### src/rtl/cla_seq_pkg.sv
// Shared types and constants for the byte-serial carry-lookahead adder.
package cla_seq_pkg;

  localparam int unsigned BYTE_W = 8;

  typedef enum logic [1:0] {
    IDLE = 2'd0,
    RUN  = 2'd1,
    DONE = 2'd2
  } state_t;

  // Byte index width; a single-byte adder still gets a 1-bit index.
  function automatic int unsigned idx_width(input int unsigned nbytes);
    return (nbytes <= 1) ? 1 : $clog2(nbytes);
  endfunction

endpackage

### src/rtl/cla8b.sv
// 8-bit carry-lookahead adder slice, purely combinational.
module cla8b (
  input  logic [7:0] a,
  input  logic [7:0] b,
  input  logic       cin,
  output logic [7:0] sum,
  output logic       cout
);

  logic [7:0] g;
  logic [7:0] p;
  logic [8:0] c;

  assign g = a & b;
  assign p = a ^ b;

  // Each carry is the flattened lookahead sum of products, not a ripple from c[i].
  always_comb begin
    logic term;
    logic prod;
    c    = '0;
    term = 1'b0;
    prod = 1'b1;
    c[0] = cin;
    for (int i = 0; i < 8; i++) begin
      term = 1'b0;
      prod = 1'b1;
      for (int j = i; j >= 0; j--) begin
        term = term | (g[j] & prod);
        prod = prod & p[j];
      end
      c[i+1] = term | (prod & cin);
    end
  end

  assign sum  = p ^ c[7:0];
  assign cout = c[8];

endmodule

### src/rtl/cla_seq_adder.sv
// Wide adder sequenced one byte per cycle through a single cla8b slice, LSB byte first.
// Optional subtract mode (op_sub port) is enabled by defining CLA_SEQ_ADDER_SUB_EN.
module cla_seq_adder
  import cla_seq_pkg::*;
#(
  parameter int unsigned NBYTES = 4
) (
  input  logic                  clk,
  input  logic                  rst,
  input  logic                  in_valid,
  output logic                  in_ready,
  input  logic [8*NBYTES-1:0]   op_a,
  input  logic [8*NBYTES-1:0]   op_b,
  input  logic                  op_cin,
`ifdef CLA_SEQ_ADDER_SUB_EN
  input  logic                  op_sub,
`endif
  output logic                  out_valid,
  input  logic                  out_ready,
  output logic [8*NBYTES-1:0]   result,
  output logic                  cout,
  output logic                  ovf,
  output logic                  busy
);

  localparam int unsigned W        = BYTE_W * NBYTES;
  localparam int unsigned IW       = idx_width(NBYTES);
  localparam logic [IW-1:0] LAST_IDX = IW'(NBYTES - 1);

  state_t            state_q, state_d;
  logic [W-1:0]      a_q, b_q, result_q;
  logic [IW-1:0]     idx_q;
  logic              carry_q, cout_q, ovf_q;
  logic [BYTE_W-1:0] a_byte, b_byte, slice_sum;
  logic              slice_cout, last;

`ifdef CLA_SEQ_ADDER_SUB_EN
  logic sub_q;
`endif

  assign last   = (idx_q == LAST_IDX);
  assign a_byte = a_q[BYTE_W*int'(idx_q) +: BYTE_W];
`ifdef CLA_SEQ_ADDER_SUB_EN
  // Subtract as A + ~B + 1; the +1 comes from the carry loaded at accept.
  assign b_byte = b_q[BYTE_W*int'(idx_q) +: BYTE_W] ^ {BYTE_W{sub_q}};
`else
  assign b_byte = b_q[BYTE_W*int'(idx_q) +: BYTE_W];
`endif

  cla8b u_slice (
    .a    (a_byte),
    .b    (b_byte),
    .cin  (carry_q),
    .sum  (slice_sum),
    .cout (slice_cout)
  );

  // State register.
  always_ff @(posedge clk or posedge rst) begin
    if (rst) state_q <= IDLE;
    else     state_q <= state_d;
  end

  // Next-state: accept in IDLE, walk bytes in RUN, hold in DONE until consumed.
  always_comb begin
    state_d = state_q;
    case (state_q)
      IDLE:    if (in_valid)  state_d = RUN;
      RUN:     if (last)      state_d = DONE;
      DONE:    if (out_ready) state_d = IDLE;
      default:                state_d = IDLE;
    endcase
  end

  // Handshake and status outputs decoded from state only.
  always_comb begin
    in_ready  = (state_q == IDLE);
    out_valid = (state_q == DONE);
    busy      = (state_q != IDLE);
  end

  // Operand capture and per-byte datapath; unwritten result bytes keep old values.
  always_ff @(posedge clk or posedge rst) begin
    if (rst) begin
      a_q      <= '0;
      b_q      <= '0;
      result_q <= '0;
      idx_q    <= '0;
      carry_q  <= 1'b0;
      cout_q   <= 1'b0;
      ovf_q    <= 1'b0;
`ifdef CLA_SEQ_ADDER_SUB_EN
      sub_q    <= 1'b0;
`endif
    end else begin
      case (state_q)
        IDLE: begin
          if (in_valid) begin
            a_q   <= op_a;
            b_q   <= op_b;
            idx_q <= '0;
`ifdef CLA_SEQ_ADDER_SUB_EN
            sub_q   <= op_sub;
            carry_q <= op_sub | op_cin;
`else
            carry_q <= op_cin;
`endif
          end
        end
        RUN: begin
          result_q[BYTE_W*int'(idx_q) +: BYTE_W] <= slice_sum;
          carry_q <= slice_cout;
          if (last) begin
            cout_q <= slice_cout;
            ovf_q  <= (a_byte[BYTE_W-1] == b_byte[BYTE_W-1]) &
                      (slice_sum[BYTE_W-1] != a_byte[BYTE_W-1]);
            idx_q  <= '0;
          end else begin
            idx_q  <= idx_q + IW'(1);
          end
        end
        default: ;
      endcase
    end
  end

  assign result = result_q;
  assign cout   = cout_q;
  assign ovf    = ovf_q;

endmodule

### config.mk
export PLATFORM = sky130hd
export DESIGN_NAME = cla_seq_adder
export DESIGN_NICKNAME = d
export VERILOG_FILES = /design/src/rtl/cla_seq_pkg.sv /design/src/rtl/cla8b.sv /design/src/rtl/cla_seq_adder.sv
export SDC_FILE = /design/constraint.sdc
export NUM_CORES = 1
export LEC_CHECK = 0
export ABC_AREA = 1
export CORE_UTILIZATION = 52
export DETAILED_ROUTE_END_ITERATION = 6
export DONT_BUFFER_PORTS = 1
export PLACE_DENSITY = 0.71
export SLEW_MARGIN = 20
export SYNTH_ARGS = -nofsm -noshare
export SYNTH_HDL_FRONTEND = slang
export SYNTH_SLANG_ARGS = --single-unit
### constraint.sdc
create_clock -name clk -period 3.4 [get_ports clk]
set_input_delay 0.34 -clock clk [delete_from_list [all_inputs] [get_ports clk]]
set_output_delay 0.34 -clock clk [all_outputs]
set_load 0.005 [all_outputs]
==> results.ini, run 1 <==
[run_status]
status=finished, violations left
violations=hold timing

[final_layout]
stdcell_count=712
area_delta_synth_final_pct=5.21
drive_above_1_share=0.0563
stdcell_area_um2=5100
layout.nets=684
antenna-diode-count=0
multi_input_comb_area_um2=2040
fill_cells=832
seq_area_um2=2580

[synthesis]
syn_nets=692
ys.warnings.count=0
syn_area_um2=4850
ys_seq_area_frac=0.531
synth_edf_count=0
synth_cell_types=31
yosysTopAreaCell=dfrtp_1
yosys-top-cells-area=dfrtp_1 (53%), nand2_1 (22%), o21ai_0 (4.4%)
syn_inst=607
ys_ff_latch=103
synth_most_common_cell=nand2_1
ys_async_sr_fraction=1.00
synth_common_cells=nand2_1 (284), dfrtp_1 (103), nor2_1 (45)
syn_avg_cell_area_um2=7.99
netlist.area_leader.share=0.531
ys.flop_type=dfrtp_1

[routing]
first_pass_iters=5
vias_per_cell=5.43
initialDrtViolationCount=211
wire_per_inst_um=15.3
route.vias.total=3865
ant_nets=0
drt_wl_total_um=10900
drc=0

[pwr]
pwr-share-comb=0.526
clock_power_share=0.117
power_frac_seq=0.358
ir_drop_v=0.000423
leakage_nw=2.70
switching_share=0.481
p_int_mw=3.03
switching_power_mw=2.81
power.density_nw_per_um2=1140

[place]
globalplace.congestion=0.862
port_buffers=0
place_area_um2=4940
post-place-cells=696
hpwl_um=7580

[die]
num_rows=34
ioPinCount=106
chipHeight_um=98.6
die_x_um=98.6
start_util=0.546
coreArea_um2=8890
dieArea_um2=9720

[clock_tree]
clock_sinks=103
clk_path_buf_depth=2
h-tree-depth=3
cts_resized=0
cts_hold_buf=0
clockRootBuffer=clkbuf_8
path_clk_slew_ns=0.10
worstSkewPairLatency_ns=0.37
cts_tree=yes
post_cts_buffers=0
cts_buffers=9

[global_routing]
gr-total-overflow=0
grt_pass1_wl_um=18100
antenna_found_initial=0
grt_pass1_vias=3685
grt_max_degree=88
track_usage=0.238

[worst_setup_path]
worst_setup_path_end_kind=flop
cp.arrival_ns=3.08
critPathLaunchType=flop
cp.required_ns=3.71
crit_fanout=22
crit_type=reg -> reg

[sta]
finalCriticalPeriod_ns=2.77
clock.fmax_ghz=0.361
drv_slew=0
skew_ns=0.0125
fin_tns_setup_ns=0
setup_violations=0
worstMarginPinSlew_ns=0.960
post-route-period-util=0.815
maxSlewHeadroom=0.360
rsz0062_at_grt=false
holdWs_ns=-0.0273
finalHoldViolations=59

[run]
maxCapViolCount=0

[hold_path]
worst_hold_path_type=in -> async

## layout make-up
class	instances	share of cell area
clock buffers	11	0.0257
multi-input cells	445	0.400
clock inverters	5	0.00686
inverters	33	0.0252
well taps	108	0.0265
flip-flops and latches	103	0.505
repair buffers	7	0.0103
## through the flow
step	utilization	hold slack (ns)	worst slack (ns)	power [mW]
final	0.574	-0.0273	0.628	5.84
after floorplan	-	0.426	0.356	4.34
after global routing	0.574	0.0227	0.244	6.40
after detailed placement	0.555	0.434	0.700	5.18
after global placement	0.555	0.431	0.793	5.06
after CTS	0.574	0.0513	0.683	5.85
## worst max-delay path: stages, from the launching register on
cell and delay (ns):
dfrtp_1 0.39, inv_1 0.50, o21ai_0 0.21, o22ai_1 0.20, ha_1 0.29, or2_2 0.30
nand3_1 0.10, nand2_1 0.06, nand2_1 0.09, nand2_1 0.07, nand2_1 0.10, nand3_1 0.11
nor2_1 0.15, nand2_1 0.07, nand2_1 0.07
## worst paths after layout
check | startpoint | end | slack [ns] | cells past startpoint
worst max-delay path | idx_q[1] | result[15] | 0.63 | 14
worst min-delay path | rst | a_q[16] | -0.03 | 1
worst max register to register | idx_q[1] | result[15] | 0.63 | 14
worst min register to register | b_q[12] | b_q[12] | 0.49 | 2
max in group asynchronous | rst | b_q[14] | 2.68 | 2
min in group clk | out_ready | state_q[1] | 0.06 | 1
## cells in the final DEF, fill, tap and decap left out, types with 2 or more instances in the layout
cell type / n
nand2_2: 2
inv_2: 2
o21ai_2: 2
xor2_1: 2
or2_2: 2
nand2_1: 283
o31ai_1: 5
buf_4: 7
o22ai_1: 14
nor2_1: 45
clkinv_2: 2
o21ai_0: 43
o21ai_1: 3
clkinv_4: 2
a21oi_1: 3
nand3_1: 7
ha_1: 15
dfrtp_1: 103
clkbuf_1: 2
nand4_1: 8
inv_1: 29
clkbuf_8: 9
a32oi_1: 2
## registers in the layout, summed over array words and instances, names as in the netlist
name and flops:
state_q 2, carry_q 1, ovf 1, result 32, cout 1, idx_q 2
b_q 32, a_q 32
## kinds of logic after synthesis
logic type	synth area share
xor gates and xnor gates	0.00361
buffers and inverters	0.0480
adders and majority gates	0.0428
and+or+nand+nor	0.286
DFF	0.531
AOI/OAI and AO/OA	0.0887
## power by group through the flow
stage / clock (mW) / combinational, mW / sequential, mW
final: 0.682 / 3.07 / 2.09
after floorplan: 0 / 2.33 / 2.01
after detailed placement: 0 / 3.06 / 2.11
after CTS: 0.686 / 3.08 / 2.09
after global placement: 0 / 2.96 / 2.10
after global routing: 0.746 / 3.50 / 2.15
## routing by layer
layer | track usage | vias to the layer above | part of all wire
met2 | 0.361 | 133 | 0.46
li1 | - | 1910 | -
met4 | 0.102 | 0 | 0.024
met3 | 0.0397 | 21 | 0.058
met5 | 0 | - | 0
met1 | 0.339 | 1801 | 0.46
Note: power is estimated with default switching activity, not from simulation.
==> run 2: changes to the inputs <==
==> constraint.sdc (replaced) <==
create_clock -name clk -period 2.9 [get_ports clk]
set_input_delay 0.29 -clock clk [delete_from_list [all_inputs] [get_ports clk]]
set_output_delay 0.29 -clock clk [all_outputs]
set_load 0.005 [all_outputs]
==> results.ini, run 2 (synthesis results as in run 1) <==
[clock_tree]
clockRootBuffer=clkbuf_8
path_clk_slew_ns=0.10  ; about the same
clock_sinks=103  ; unchanged
worstSkewPairLatency_ns=0.36  ; about the same
clk_path_buf_depth=2  ; unchanged
cts_buffers=9  ; unchanged
cts_resized=0  ; unchanged
h-tree-depth=3  ; unchanged
cts_tree=yes

[routing]
vias_per_cell=5.58  ; +2.7%
route.vias.total=4004  ; +3.6%
wire_per_inst_um=16.0  ; +4.5%
initialDrtViolationCount=261  ; +24%
first_pass_iters=4  ; -1
ant_nets=0  ; unchanged
drc=0  ; unchanged
drt_wl_total_um=11500  ; +5.4%

[sta]
finalCriticalPeriod_ns=2.49  ; -0.285 ns
worstMarginPinSlew_ns=0.621  ; -0.338 ns
post-route-period-util=0.857  ; +0.0423
clock.fmax_ghz=0.402  ; +11%
rsz0062_at_grt=false
drv_slew=0  ; unchanged
finalHoldViolations=0  ; -100%
skew_ns=0.0130  ; +0.000516 ns
setup_violations=0  ; unchanged
fin_tns_setup_ns=0  ; unchanged
setup_slack_ns=0.414  ; -0.215 ns
maxSlewHeadroom=0.586  ; +0.225

[pwr]
power.density_nw_per_um2=1350  ; +18%
ir_drop_v=0.000467  ; +10%
p_int_mw=3.70  ; +22%
pwr-share-comb=0.524  ; -0.002
leakage_nw=2.75  ; +1.8%
switching_share=0.474  ; -0.00670
switching_power_mw=3.34  ; +19%
power_frac_seq=0.351  ; -0.007
clock_power_share=0.125  ; +0.008

[die]
chipHeight_um=98.6  ; unchanged
start_util=0.546  ; unchanged
coreArea_um2=8890  ; unchanged
num_rows=34  ; unchanged
die_x_um=98.6  ; unchanged
dieArea_um2=9720  ; unchanged
ioPinCount=106  ; unchanged

[worst_setup_path]
worst_setup_path_end_kind=flop
crit_type=reg -> reg
critPathLaunchType=flop
cp.required_ns=3.21  ; -0.50 ns
crit_top_cell=nand2_1
ff2ff_setup_slack_ns=0.41  ; -0.21 ns
cp_slowest_stage_delay_ns=0.41  ; -0.09 ns
path_cells=buf_4 -> o21ai_0 -> o22ai_1 -> ha_1 -> nand2_1 -> nor2_1 -> nor2_1 -> nand2_1 -> xor2_1 -> nand2_1 -> nor2_1 -> nand2_1 -> nand2_1
reg2reg_depth=13  ; -1
cp.arrival_ns=2.79  ; -0.29 ns
cp_slowest_cell=dfrtp_1
crit_fanout=15  ; -32%

[global_routing]
grt_pass1_wl_um=19100  ; +6.0%
gr-total-overflow=0  ; unchanged
antenna_found_initial=0  ; unchanged
grt_pass1_vias=3951  ; +7.2%
grt_max_degree=65  ; -26%
track_usage=0.251  ; +0.0135

[place]
hpwl_um=8320  ; +9.7%
port_buffers=0  ; unchanged
globalplace.congestion=0.871  ; +1.0%
dp_slack_ns=0.463  ; -0.237 ns

[final_layout]
drive_above_1_share=0.0656  ; +0.00928
layout.nets=692  ; +1.2%
final_core_util=0.585  ; +0.0107
layout_common_cells=nand2_1 (283), dfrtp_1 (103), nor2_1 (45)
area_delta_synth_final_pct=7.17
antenna-diode-count=0  ; unchanged
layout_commonest_cell=nand2_1

[hold_path]
hold_depth=2
worst_hold_path_type=in -> reg

[run_status]
status=complete, no violations

[run]
maxCapViolCount=0  ; unchanged

run 2: changes by cell type in the layout (fill, tap and decap cells not counted), sizes merged:
cell / delta
buf: +6
bufinv: +1
clkbuf: -1
clkinv: -2
clkinvlp: +1
dlygate4sd3: +2
inv: -1
run 2: path summary, 6_finish.rpt:
check,startpoint,to
setup / recovery,idx_q[0],result[13]
hold / removal,op_a[7],a_q[7]
setup reg to reg,idx_q[0],result[13]
hold reg to reg,b_q[11],b_q[11]
max in group asynchronous,rst,b_q[5]
min in group asynchronous,rst,a_q[1]
run 2: layout make-up:
| type | instances | area, µm² |
|---|---|---|
| Sequential cell | 103 | 2580 |
| Fill cell | 837 | 3690 |
| Multi-Input combinational cell | 445 | 2040 |
| Clock buffer | 10 | 138 |
| Clock inverter | 4 | 47.5 |
| Timing Repair Buffer | 15 | 130 |
| Tap cell | 108 | 135 |
| Inverter | 33 | 128 |
run 2: through the flow:
| step | hold WS, ns | instance area [µm²] | total power [mW] | std cells |
|---|---|---|---|---|
| floorplan | 0.376 | 4860 | 5.09 | 607 |
| global placement | 0.229 | 4990 | 6.01 | 702 |
| detailed placement | 0.228 | 4990 | 6.14 | 702 |
| CTS | 0.00119 | 5190 | 7.03 | 717 |
| global route | 0.0302 | 5200 | 7.68 | 718 |
| finish | 0.0316 | 5200 | 7.04 | 718 |
run 2: power by group through the flow:
stage          combinational [mW]  sequential [mW]  clock [mW]
2_1_floorplan                2.73             2.36           0
3_3_place_gp                 3.53             2.48           0
3_5_place_dp                 3.65             2.50           0
4_1_cts                      3.67             2.47       0.890
5_1_grt                      4.19             2.54       0.950
6_report                     3.68             2.47       0.880
run 2: timing repair:
| item | 4_1_cts | 5_1_grt |
|---|---|---|
| buffers inserted | 0 | 0 |
| endpoints found under the hold margin | 21 | 1 |
| hold buffers | 1 | 1 |
run 2: per-layer routing:
layer | GRT usage | part of all wire | wire length [µm] | vias up
met5 | 0 | 0 | 0 | -
met4 | 0.0930 | 0.018 | 203 | 0
met3 | 0.0447 | 0.049 | 565 | 18
met2 | 0.405 | 0.48 | 5500 | 134
met1 | 0.343 | 0.45 | 5210 | 1938
li1 | - | - | - | 1914
run 2: critical path, delay by kind of cell, from the launching register on:
kind | cells | cell delay (ns)
fa+ha+maj | 1 | 0.35
simple gates | 8 | 0.85
buf+inv | 1 | 0.20
flops | 1 | 0.41
xor+xnor | 1 | 0.21
compound gates | 2 | 0.42
==> run 3: changes to the inputs <==
--- a/config.mk
+++ b/config.mk
@@ -6,6 +6,7 @@
 export NUM_CORES = 1
 export LEC_CHECK = 0
 export ABC_AREA = 1
+export CORE_MARGIN = 5
 export CORE_UTILIZATION = 52
 export DETAILED_ROUTE_END_ITERATION = 6
 export DONT_BUFFER_PORTS = 1
==> results.ini, run 3 (synthesis results as in run 1) <==
[sta]
rsz0062_at_grt=false
clock.fmax_ghz=0.393  ; -2.3%
fin_tns_setup_ns=0  ; unchanged
skew_ns=0.0108  ; -0.00219 ns
drv_slew=0  ; unchanged
post-route-period-util=0.877  ; +0.0201
maxSlewHeadroom=0.496  ; -0.0900
finalCriticalPeriod_ns=2.54  ; +0.0582 ns
setup_violations=0  ; unchanged
worstMarginPinSlew_ns=0.755  ; +0.133 ns
finalHoldViolations=0  ; unchanged

[worst_setup_path]
worst_setup_path_end_kind=flop
crit_top_cell=nand2_1
cp.required_ns=3.20  ; about the same
path_cells=inv_1 -> buf_4 -> o21ai_0 -> o22ai_1 -> ha_1 -> or2_2 -> nand3_1 -> nand2_1 -> nand2_1 -> nand2_1 -> nand2_1 -> nand3_1 -> nor2_1 -> nand2_1 -> nand2_1
critPathLaunchType=flop
cp_slowest_cell=dfrtp_1
reg2reg_depth=15  ; +2
crit_type=reg -> reg
cp.arrival_ns=2.85  ; +0.06 ns
rr_endpoint=result[15]
cp_slowest_stage_delay_ns=0.39  ; -0.02 ns
crit_fanout=15  ; unchanged
crit_start=idx_q[1]
crit_end=result[15]
r2r-start=idx_q[1]
ff2ff_setup_slack_ns=0.36  ; -0.06 ns

[die]
ioPinCount=106  ; unchanged
die_x_um=107  ; +8.1%
dieArea_um2=11400  ; +17%
num_rows=35  ; +2.9%
chipHeight_um=107  ; +8.1%
start_util=0.530  ; -0.0156
coreArea_um2=9150  ; +2.9%

[clock_tree]
clockRootBuffer=clkbuf_8
cts_resized=0  ; unchanged
cts_buffers=9  ; unchanged
cts_tree=yes
cts_hold_buf=2  ; +1
post_cts_buffers=0  ; unchanged
clock_sinks=103  ; unchanged
path_clk_slew_ns=0.10  ; about the same
worstSkewPairLatency_ns=0.36  ; about the same
clk_path_buf_depth=2  ; unchanged
h-tree-depth=3  ; unchanged

[pwr]
finalPower_mw=6.97  ; -0.90%
power.density_nw_per_um2=1340  ; -0.66%
ir_drop_v=0.000503  ; +7.9%
leakage_nw=2.73  ; -0.74%

[run_status]
status=complete, no violations

[place]
globalplace.congestion=0.870  ; -0.16%
hpwl_um=8280  ; -0.51%
port_buffers=0  ; unchanged

[final_layout]
multi_input_comb_area_um2=2040  ; unchanged
layout_common_cells=nand2_1 (283), dfrtp_1 (103), nor2_1 (45)
area_delta_synth_final_pct=6.91
layout.nets=688  ; -0.58%
drive_above_1_share=0.0592  ; -0.00636
antenna-diode-count=0  ; unchanged
fill_cells=864  ; +3.2%
layout_commonest_cell=nand2_1
seq_area_um2=2580  ; unchanged

[routing]
drt_wl_total_um=11500  ; +0.58%
drc=0  ; unchanged
vias_per_cell=5.38  ; -3.6%
initialDrtViolationCount=226  ; -13%
route.vias.total=3866  ; -3.4%
first_pass_iters=4  ; unchanged
wire_per_inst_um=16.1  ; +0.44%
ant_nets=0  ; unchanged

[global_routing]
antenna_found_initial=0  ; unchanged
grt_pass1_wl_um=19000  ; -0.83%
gr-total-overflow=0  ; unchanged
track_usage=0.211  ; -0.0403
grt_max_degree=71  ; +9.2%
grt_pass1_vias=3851  ; -2.5%

[run]
maxCapViolCount=0  ; unchanged

[hold_path]
worst_hold_path_type=in -> reg

[run 3: area by class of cell]
type,count,share of cell area
sequential,103,0.497
multi-input combinational,445,0.394
clock buffer,12,0.0280
tap,111,0.0268
inverter,33,0.0246
timing repair buffer,11,0.0193
clock inverter,4,0.0104
[run 3: how the worst min path moves through the flow]
stage / startpoint / endpoint / depth (start not counted)
global route: op_b[28] / b_q[28] / 2
global placement: rst / a_q[31] / 1
CTS: op_a[16] / a_q[16] / 2
floorplan: out_ready / state_q[1] / 1
detailed placement: rst / a_q[31] / 1
finish: op_a[16] / a_q[16] / 2
[run 3: critical path, delay by kind of cell, from the launching register on]
family                   cells  cell delay, ns
AND/OR/NAND/NOR             10            1.13
buffers and inverters        2            0.43
flip-flops                   1            0.39
adder cells (fa/ha/maj)      1            0.28
AO/OA/AOI/OAI                2            0.26
[run 3: report_power, final]
| part | total (mW) | internal (mW) | leakage (nW) | switching (mW) |
|---|---|---|---|---|
| registers | 2.48 | 2.06 | 1.32 | 0.418 |
| clock network | 0.908 | 0.427 | 0.0932 | 0.481 |
| logic | 3.59 | 1.19 | 1.32 | 2.40 |
[run 3: layer usage]
| metal | track usage | vias to the layer above | share of wire |
|---|---|---|---|
| li1 | - | 1907 | - |
| met1 | 0.305 | 1831 | 0.46 |
| met2 | 0.314 | 116 | 0.46 |
| met3 | 0.0596 | 12 | 0.063 |
| met4 | 0.0548 | 0 | 0.013 |
| met5 | 0 | - | 0 |
[run 3: stage by stage]
step            util  hold slack, ns  instance area (µm²)  setup WS [ns]  std cells
5_1_grt        0.567          0.0122                 5190         0.0904        719
4_1_cts        0.567          0.0176                 5190          0.369        719
3_3_place_gp   0.543           0.316                 4970          0.508        701
3_5_place_dp   0.543           0.330                 4970          0.403        701
6_report       0.567          0.0294                 5190          0.355        719
2_1_floorplan      -           0.376                 4860          0.376        607
